### config.mk
export PLATFORM = sky130hd
export DESIGN_NAME = mips_cpu_sequencer
export DESIGN_NICKNAME = d
export VERILOG_FILES = /design/src/rtl/mips_cpu_sequencer.sv
export SDC_FILE = /design/constraint.sdc
export NUM_CORES = 1
export LEC_CHECK = 0
export CAP_MARGIN = 5
export CORE_MARGIN = 2
export CORE_UTILIZATION = 30
export DETAILED_ROUTE_END_ITERATION = 7
export PLACE_DENSITY_LB_ADDON = 0.15
export REMOVE_ABC_BUFFERS = 1
export SYNTH_ARGS = -nofsm -noshare
export SYNTH_HDL_FRONTEND = slang
export SYNTH_SLANG_ARGS = --single-unit
### constraint.sdc
create_clock -name clk_i -period 2.2 [get_ports clk_i]
set_input_delay 0.44 -clock clk_i [delete_from_list [all_inputs] [get_ports clk_i]]
set_output_delay 0.44 -clock clk_i [all_outputs]
set_load 0.02 [all_outputs]
### src/rtl/mips_cpu_sequencer.sv
// mips_cpu_sequencer: multi-cycle control sequencer for the MIPS CPU.
// Each instruction is FETCH followed by 1..N_EXEC execute cycles. The sequencer
// freezes on memory wait-request and parks in HALTED on a datapath halt.
// Optional instruction/stall performance counters: define MIPS_CPU_SEQ_PERF_EN.
module mips_cpu_sequencer #(
  parameter int unsigned N_EXEC = 3,
  parameter int unsigned EXEC_W = 2
) (
  input  logic              clk_i,
  input  logic              rst_ni,
  input  logic              mem_waitrequest_i,
  input  logic [EXEC_W:0]   exec_cycles_i,
  input  logic              halt_i,
  output logic              active_o,
  output logic              fetch_o,
  output logic [N_EXEC-1:0] exec_o,
  output logic [EXEC_W-1:0] exec_idx_o,
  output logic              stall_o,
  output logic              instr_done_o
`ifdef MIPS_CPU_SEQ_PERF_EN
  ,
  output logic [31:0]       instr_count_o,
  output logic [31:0]       stall_count_o
`endif
);

  typedef enum logic [1:0] {StReset, StFetch, StExec, StHalted} state_e;

  localparam logic [EXEC_W:0] NExecW = (EXEC_W + 1)'(N_EXEC);

  state_e            state_q, state_d;
  logic [EXEC_W-1:0] idx_q, idx_d;
  logic [EXEC_W:0]   target_q, target_d;

  logic [EXEC_W:0]   n_live;
  logic [EXEC_W:0]   n_cur;
  logic [EXEC_W:0]   idx_next;
  logic              is_last;

  // Resolve the requested execute count into 1..N_EXEC.
  always_comb begin
    if (exec_cycles_i == '0) begin
      n_live = {{EXEC_W{1'b0}}, 1'b1};
    end else if (exec_cycles_i > NExecW) begin
      n_live = NExecW;
    end else begin
      n_live = exec_cycles_i;
    end
  end

  // EXEC0 uses the live count; later cycles use the latched target.
  assign n_cur    = (idx_q == '0) ? n_live : target_q;
  assign idx_next = {1'b0, idx_q} + 1'b1;
  assign is_last  = (state_q == StExec) && (idx_next == n_cur);

  // State, execute index and target registers.
  always_ff @(posedge clk_i or negedge rst_ni) begin
    if (!rst_ni) begin
      state_q  <= StReset;
      idx_q    <= '0;
      target_q <= '0;
    end else begin
      state_q  <= state_d;
      idx_q    <= idx_d;
      target_q <= target_d;
    end
  end

  // Next-state logic; a stalled cycle leaves everything unchanged.
  always_comb begin
    state_d  = state_q;
    idx_d    = idx_q;
    target_d = target_q;
    unique case (state_q)
      StReset: begin
        state_d = StFetch;
        idx_d   = '0;
      end
      StFetch: begin
        if (!mem_waitrequest_i) begin
          state_d = StExec;
          idx_d   = '0;
        end
      end
      StExec: begin
        if (!mem_waitrequest_i) begin
          if (idx_q == '0) begin
            target_d = n_live;
          end
          if (is_last) begin
            idx_d   = '0;
            state_d = halt_i ? StHalted : StFetch;
          end else begin
            idx_d = idx_q + 1'b1;
          end
        end
      end
      StHalted: begin
        state_d = StHalted;
      end
      default: begin
        state_d = StReset;
      end
    endcase
  end

  // Moore enables plus the combinational stall/done qualifiers.
  always_comb begin
    active_o   = (state_q == StFetch) || (state_q == StExec);
    fetch_o    = (state_q == StFetch);
    exec_o     = '0;
    for (int unsigned k = 0; k < N_EXEC; k++) begin
      exec_o[k] = (state_q == StExec) && (idx_q == EXEC_W'(k));
    end
    exec_idx_o   = (state_q == StExec) ? idx_q : '0;
    stall_o      = active_o && mem_waitrequest_i;
    instr_done_o = is_last && !mem_waitrequest_i;
  end

`ifdef MIPS_CPU_SEQ_PERF_EN
  logic [31:0] instr_count_q, stall_count_q;

  // Free-running, wrapping performance counters.
  always_ff @(posedge clk_i or negedge rst_ni) begin
    if (!rst_ni) begin
      instr_count_q <= '0;
      stall_count_q <= '0;
    end else begin
      if (instr_done_o) instr_count_q <= instr_count_q + 32'd1;
      if (stall_o)      stall_count_q <= stall_count_q + 32'd1;
    end
  end

  assign instr_count_o = instr_count_q;
  assign stall_count_o = stall_count_q;
`endif

endmodule

After elaboration in Yosys (flattened, before gate mapping) --
Index checks and enable logic that the tools add are counted.
Word-level totals: register bits 7, input port bits 7, output and inout port bits 9, word-level logic and storage cells 44
Cells by class: add/subtract/negate cells 2, $lt $le $gt $ge 1, equal/unequal tests 9, muxes and demuxes 13, bitwise logic cells 1, reduce and logical (&&, ||, !) cells 15
Operators by type and width (count):
- $mux 2 | 8
- $mux 3 | 3
- $pmux 2 s4 | 1
- $eq 2x2->1 const B | 3
- $logic_and 1x1->1 | 6
- $ne 2x2->1 const B | 3
- $pmux 2 s3 | 1
- $reduce_and 3->1 | 2
- $eq 2x1->1 const B | 2
- $logic_not 2->1 | 2
- $add 2x1->3 const B | 1
- $eq 3x3->1 | 1
- $gt 3x2->1 const B | 1
- $logic_not 3->1 | 1
- $reduce_bool 3->1 | 1
- $add 2x1->2 const B | 1
- $reduce_and 2->1 | 1
- $logic_not 1->1 | 1
- $logic_or 1x1->1 | 1
- $not 1->1 | 1

Logic depth before layout (Yosys ltp) --
Gate-level depths: netlist of run 1.
depth after elaboration 9, mapped depth 7, depth with buffers taken out 7

Worst setup path after synthesis of run 1 --
OpenSTA, ideal clock, no wires.
path type register -> output, from register idx_q[0], to output instr_done_o, data arrival time 1.838 ns, path slack -0.078 ns, cell stages (with the launch flop) 7, path buffers 0, cell sequence dfrtp_1 -> inv_1 -> ha_1 -> nor3b_2 -> nor3_1 -> o221ai_2 -> nor3b_1
Between the ends: word-level cells in the longest chain between the ends 5, elaborated cells on any way between the ends 6, those cells by class add/sub (1); eq/ne (1); mux (1); reduce/logical (3)
Ends and longest elaborated chain:
- start: declaration | line 32 | logic [EXEC_W-1:0] idx_q, idx_d;
- start signal: assignment | line 64 | idx_q <= idx_d;
- branches (longest 2 deep; another with $add 2x1->3)
- $eq 3x3->1 * | line 54 | assign is_last = (state_q == StExec) && (idx_next == n_cur);
- $logic_and 1x1->1 * | line 54
- $logic_and 1x1->1 * | line 117 | instr_done_o = is_last && !mem_waitrequest_i;
- end: declaration | line 19 | output logic instr_done_o
Mark *: on every way between the ends.

Worst setup path after layout of run 1 --
from register idx_q[1], to output instr_done_o
The elaborated chain is that of the path after synthesis.

==> flow_metrics.py, run 1 <==
metrics = {
    "sta": {
        "fin_crit_sh_pct": 97.5,
        "relSlewSlack_pct": 79.9,
        "finalCriticalPeriod_ns": 2.14,
        "rsz0062_at_grt": "yes",
        "hold_violations": 0,
        "finalSetupViolCount": 0,
        "timing.fmax_ghz": 0.466,
        "slew_violations": 0,
        "final.setup_skew_ns": 0.00431,
        "worst_slew_pin_slew_ns": 0.300,
        "fin_ws_ns": 0.0553,
    },
    "floorplanning": {
        "io_pins": 16,
        "start_util_pct": 31.0,
        "rows": 16,
        "fp.dieW_um": 48.3,
        "fp.dieH_um": 48.3,
        "dieArea_um2": 2330,
        "coreArea_um2": 1900,
    },
    "outcome": {
        "status": "finished clean",
    },
    "synthesis": {
        "ys_dominant_reg_cell": "dfrtp_1",
        "yosys.area_share.simple_pct": 30.6,
        "yosysSeqAreaShare_pct": 29.7,
        "yosys_register_bits": 7,
        "synth_cell_types": 29,
        "synth_largest_area_cell": "dfrtp_1",
        "synth-warning-count": 0,
        "synth_compound_area_share_pct": 14.4,
        "synth.area.mux_share_pct": 1.70,
        "synth_edf_count": 0,
        "synthArstFlopShare_pct": 100,
        "synthAdderAreaFrac_pct": 17.0,
        "synth_cells": 64,
        "yosys-top-cells-area": "dfrtp_1 (30%), ha_1 (17%), and2_1 (6.4%)",
        "synth_top_family_by_area": "simple AND/OR/NAND/NOR gates",
        "postSynthAreaPerCell_um2": 9.21,
        "synthTopCellsByCount": "ha_1 (8), dfrtp_1 (7), and2_1 (6), inv_1 (6), nor2_1 (5)",
        "synthesis.area_um2": 589,
        "synth_top_area_share_pct": 29.7,
        "yosysMostFrequentCell": "ha_1",
        "synthXorXnorAreaFrac_pct": 1.49,
    },
    "global_route": {
        "grt_pass1_vias": 487,
        "gr-usage-all-layers_pct": 11.3,
        "antenna_found_initial": 0,
        "grt_pass1_wl_mm": 2.06,
        "grt_start_max_net_pins": 8,
        "grt_overflow_total": 0,
    },
    "pwr": {
        "pwr-share-seq_pct": 19.9,
        "total_power_w": 0.00110,
        "p_per_area_nw_per_um2": 1210,
        "leakagePower_nw": 0.447,
        "p_sw_w": 0.000457,
        "switching_share_pct": 41.7,
        "pwr-share-comb_pct": 69.7,
        "peakVddDrop_v": 0.000644,
        "p_int_w": 0.000639,
        "clockPowerShare_pct": 10.4,
    },
    "critical_path": {
        "reg2reg_to": "state_q[1]",
        "path_class": "reg2out",
        "setup.worst_path.start": "idx_q[1]",
        "required_ns": 1.76,
        "crit_path_end_kind": "primary output",
        "crit_fanout": 6,
        "arrival_ns": 1.70,
        "crit_path_start_kind": "register",
        "r2r-start": "idx_q[1]",
        "reg2regPathDepth": 9,
        "worst-r2r-setup-slack_ns": 0.33,
    },
    "detailed_routing": {
        "finalWirelength_mm": 1.22,
        "via_per_inst": 4.26,
        "firstDrtPassIters": 4,
        "drt-initial-drc-count": 5,
        "remaining_drc_errors": 0,
        "final_antenna_net_count": 0,
        "wl_per_cell_um": 10.1,
        "num_vias": 515,
    },
    "clocking": {
        "cts.path.max_buffers": 2,
        "clk_pin_slew_ns": 0.05,
        "cts.htree.levels": 1,
        "cts.sinks": 7,
        "clk_latency_ns": 0.25,
        "clock_tree.root_cell": "clkbuf_4",
        "cts_buffers": 3,
        "cts_tree": "done",
    },
    "flow_run": {
        "cap_violations": 0,
    },
    "finish": {
        "nets": 110,
        "antenna_cells": 0,
        "layout-drive-gt1-share_pct": 31.9,
        "area_delta_synth_final_pct": 54.4,
        "post-route-util_pct": 47.8,
    },
    "placement": {
        "io_buffers": 15,
        "dp_slack_ns": -0.543,
        "place_hpwl_mm": 1.01,
        "gp_congestion": 0.709,
    },
    "worst_hold_path": {
        "hp-class": "in2async",
    },
}
## cell families after synthesis
family	Yosys count
compound gates	11
xor+xnor	1
fa+ha+maj	8
buf+inv	7
flops	7
mux	1
simple gates	29
## how the worst max path moves through the flow
stage,end,slack [ns]
CTS,instr_done_o,-0.04
finish,instr_done_o,0.06
detailed placement,instr_done_o,-0.54
floorplan,instr_done_o,-0.08
global route,instr_done_o,-0.04
global placement,instr_done_o,-0.53
## registers in the layout (all words and copies together) (netlist names)
register  flops
idx_q         2
state_q       2
target_q      3
## area by class of cell
cell class	count	area [um^2]
Inverter	6	22.5
Clock buffer	4	26.3
Fill cell	200	992
Multi-Input combinational cell	50	423
Tap cell	27	33.8
Timing Repair Buffer	27	229
Sequential cell	7	175
## stage by stage
stage | TNS [ns] | std cells | cell area, um^2 | hold slack [ns]
4_1_cts | -0.0450 | 120 | 880 | 0.446
3_5_place_dp | -0.543 | 115 | 841 | 0.471
6_report | 0 | 121 | 910 | 0.444
2_1_floorplan | -0.0777 | 63 | 582 | 0.144
5_1_grt | -0.0428 | 121 | 910 | 0.463
3_3_place_gp | -0.528 | 115 | 841 | 0.473
## worst max-delay path, cell delays in order (launching register included)
cell and delay [ns]:
dfrtp_1 0.38, inv_1 0.10, ha_4 0.16, and4bb_1 0.25
o21a_1 0.13, o221ai_2 0.11, nor3b_2 0.17, buf_4 0.16
## layer usage
layer  global-route usage (%)  vias up  share of wire, %
met1                     13.6      232                49
met2                     18.5        6                48
met5                        0        -                 0
met4                     2.86        0              0.49
li1                         -      275                 -
met3                     4.94        2               2.5
## timing repair
action | 4_1_cts | 5_1_grt
pin swaps | 4 | 3
hold buffers | 0 | 0
endpoints found under the setup margin | 7 | 2
setup buffers | 1 | 1
gates resized for setup | 19 | 5
## power by group through the flow
stage | combinational (W) | clock (W) | sequential [W]
finish | 0.000764 | 0.000114 | 0.000218
detailed placement | 0.000725 | 0 | 0.000219
global route | 0.000849 | 0.000130 | 0.000226
global placement | 0.000721 | 0 | 0.000217
floorplan | 0.000433 | 0 | 0.000216
CTS | 0.000760 | 0.000122 | 0.000219
## cell usage in the layout, fill, tap and decap left out, types with 2 or more instances in the layout
| master | n |
|---|---|
| buf_4 | 13 |
| dlygate4sd2_1 | 9 |
| dfrtp_1 | 7 |
| and2_1 | 6 |
| ha_1 | 6 |
| inv_1 | 5 |
| nor2_1 | 5 |
| nand2_1 | 4 |
| clkdlybuf4s50_1 | 4 |
| o21ai_1 | 3 |
| clkbuf_4 | 3 |
| nor3_2 | 2 |
| a21oi_1 | 2 |
Power figures use the tool's default switching activity.
==> run 2, diff against run 1 <==
--- a/config.mk
+++ b/config.mk
@@ -5,7 +5,7 @@
 export SDC_FILE = /design/constraint.sdc
 export NUM_CORES = 1
 export LEC_CHECK = 0
-export CAP_MARGIN = 5
+export CAP_MARGIN = 20
 export CORE_MARGIN = 2
 export CORE_UTILIZATION = 30
 export DETAILED_ROUTE_END_ITERATION = 7
==> results of run 2 <==
Final layout, timing and power as in run 1 (identical DEF).
==> run 3, diff against run 2 <==
--- a/config.mk
+++ b/config.mk
@@ -5,12 +5,11 @@
 export SDC_FILE = /design/constraint.sdc
 export NUM_CORES = 1
 export LEC_CHECK = 0
-export CAP_MARGIN = 20
 export CORE_MARGIN = 2
 export CORE_UTILIZATION = 30
 export DETAILED_ROUTE_END_ITERATION = 7
+export GPL_TIMING_DRIVEN = 0
 export PLACE_DENSITY_LB_ADDON = 0.15
-export REMOVE_ABC_BUFFERS = 1
 export SYNTH_ARGS = -nofsm -noshare
 export SYNTH_HDL_FRONTEND = slang
 export SYNTH_SLANG_ARGS = --single-unit
==> run 3 against run 2 <==
  * Largest cell class unchanged
  * Global-route usage rose by 0.081 points
  * Highest routed layer is now met3
  * Worst hold slack better by 0.012 ns
  * Utilization fell by 1.6 points
  * Routed wire length is 2.1% higher
  * The run now ends with negative setup slack left
  * Critical path depth is the same
  * Via count is 0.97% lower
  * Setup slack got worse by 0.081 ns
  * Critical endpoint unchanged
  * Maximum frequency shrank 3.6%
==> flow_metrics.py, run 3 (synthesis results as in run 1) <==
metrics = {
    "finish": {
        "most-common-layout-cells": "dlygate4sd2_1 (9), buf_4 (7), ha_1 (7)",
        "top_register": "target_q",
        "register_area_um2": 176,
        "layout-drive-gt1-share_pct": 28.4,
        "multi_input_area_um2": 438,
        "final_common_cell": "dlygate4sd2_1",
        "fin_area_um2": 878,
        "antenna_cells": 0,
        "top_regs": "target_q (3), idx_q (2), state_q (2)",
        "largest_reg_flops": 3,
        "fillCellCount": 191,
        "nets": 104,
        "area_delta_synth_final_pct": 49.0,
    },
    "floorplanning": {
        "coreArea_um2": 1900,
        "start_util_pct": 31.0,
        "fp.dieH_um": 48.3,
        "io_pins": 16,
        "fp.dieW_um": 48.3,
        "rows": 16,
        "dieArea_um2": 2330,
    },
    "global_route": {
        "grt_pass1_wl_mm": 2.04,
        "grt_overflow_total": 0,
        "antenna_found_initial": 0,
        "grt_pass1_vias": 460,
        "grt_start_max_net_pins": 11,
        "gr-usage-all-layers_pct": 11.4,
    },
    "clocking": {
        "cts.path.max_buffers": 2,
        "clk_latency_ns": 0.25,
        "clock_tree.root_cell": "clkbuf_4",
        "cts_tree": "done",
        "cts_hold_buffers": 0,
        "cts.sinks": 7,
        "clk_pin_slew_ns": 0.05,
        "cts.htree.levels": 1,
        "cts_buffers": 3,
    },
    "flow_run": {
        "cap_violations": 0,
    },
    "critical_path": {
        "path_class": "reg2out",
        "crit_path_end_kind": "primary output",
        "required_ns": 1.76,
        "arrival_ns": 1.79,
        "crit_path_max_incr_delay_ns": 0.42,
        "cp_slowest_cell": "dfrtp_2",
        "crit_path_start_kind": "register",
        "crit_chain": "inv_2 > ha_4 > nor3b_4 > o21a_2 > o221ai_4 > nor3b_2 > buf_4",
        "crit_fanout": 7,
    },
    "outcome": {
        "violations": "negative setup slack",
        "status": "finished with violations",
    },
    "detailed_routing": {
        "num_vias": 510,
        "drt-initial-drc-count": 0,
        "wl_met3_um": 32,
        "route.met2.wl_um": 635,
        "remaining_drc_errors": 0,
        "via_per_inst": 4.43,
        "final_antenna_net_count": 0,
        "finalWirelength_mm": 1.25,
        "routedLengthMet1_um": 577,
        "routed.top_layer": "met3",
        "firstDrtPassIters": 1,
        "wl_per_cell_um": 10.8,
    },
    "pwr": {
        "pwr-share-comb_pct": 69.5,
        "total_power_w": 0.00109,
        "pwr-share-seq_pct": 19.9,
        "clockPowerShare_pct": 10.6,
        "leakagePower_nw": 0.414,
        "peakVddDrop_v": 0.000486,
        "p_per_area_nw_per_um2": 1240,
        "p_int_w": 0.000616,
        "p_sw_w": 0.000478,
        "switching_share_pct": 43.7,
    },
    "sta": {
        "rsz0062_at_grt": "yes",
        "finalSetupViolCount": 1,
        "hold_violations": 0,
        "slew_violations": 0,
        "final.setup_skew_ns": 0.00144,
        "relSlewSlack_pct": 78.1,
        "fin_crit_sh_pct": 101,
        "worst_slew_pin_slew_ns": 0.327,
        "timing.fmax_ghz": 0.449,
        "fin_ws_ns": -0.0252,
        "tns_ns": -0.0252,
        "finalCriticalPeriod_ns": 2.23,
    },
    "placement": {
        "place_hpwl_um": 858,
        "gp_congestion": 0.725,
        "placed_area_um2": 778,
        "io_buffers": 15,
    },
    "synthesis": {
        "syn_nets": 79,
    },
    "worst_hold_path": {
        "hp-class": "in2async",
    },
}
-- run 3: cell types whose count changed in the layout (fill, tap and decap cells not counted), sizes merged --
cell	previous run	this run
buf	13	7
dlymetal6s2s	1	0
clkdlybuf4s50	4	5
-- run 3: cell type report --
class | count | share of cell area, %
multi-input cells | 50 | 49.9
inverters | 6 | 2.56
clock buffers | 4 | 2.99
plain buffers | 1 | 0.855
well taps | 27 | 3.85
repair buffers | 20 | 19.8
flip-flops and latches | 7 | 20.1
-- run 3: what timing repair did --
action                                  CTS  global route
pin swaps                                 5             3
endpoints found under the setup margin    7             1
cloned                                    0             0
setup buffers                             4             1
resized for setup                        22             2
-- run 3: power by group through the flow --
stage | Sequential [W] | Combinational (W) | Clock (W)
floorplan | 0.000216 | 0.000445 | 0
global placement | 0.000229 | 0.000622 | 0
detailed placement | 0.000229 | 0.000620 | 0
CTS | 0.000218 | 0.000731 | 0.000123
global route | 0.000224 | 0.000836 | 0.000132
finish | 0.000217 | 0.000760 | 0.000116
-- run 3: worst max-delay path, delay by kind of cell, from the launching register on --
family	cells	cell delay (ns)
flip-flops	1	0.42
buffers and inverters	2	0.24
AO/OA/AOI/OAI	2	0.29
AND/OR/NAND/NOR	2	0.42
adder cells (fa/ha/maj)	1	0.16
-- run 3: worst paths after layout --
| kind | start | to | slack (ns) | cells after the start |
|---|---|---|---|---|
| worst max-delay path | idx_q[0] | instr_done_o | -0.03 | 7 |
| worst min register to register | target_q[0] | target_q[0] | 0.49 | 2 |
| max in group asynchronous | rst_ni | idx_q[0] | 1.48 | 1 |
| min in group clk_i | target_q[0] | target_q[0] | 0.49 | 2 |
| worst max register to register | idx_q[0] | state_q[1] | 0.33 | 8 |
| worst min-delay path | rst_ni | target_q[0] | 0.46 | 1 |
-- run 3: per-layer routing --
metal / track usage (%) / vias up
met2: 20.1 / 7
met1: 13.3 / 238
li1: - / 265
met4: 1.43 / 0
met5: 0 / -
met3: 4.63 / 0
-- run 3: through the flow --
stage / setup slack [ns] / hold WS [ns] / utilization (%) / instances
2_1_floorplan: 0.111 / 0.144 / - / 64
3_3_place_gp: -0.572 / 0.479 / 40.9 / 106
3_5_place_dp: -0.595 / 0.480 / 40.9 / 106
4_1_cts: -0.101 / 0.448 / 45.1 / 114
5_1_grt: -0.129 / 0.473 / 46.2 / 115
6_report: -0.0252 / 0.456 / 46.2 / 115
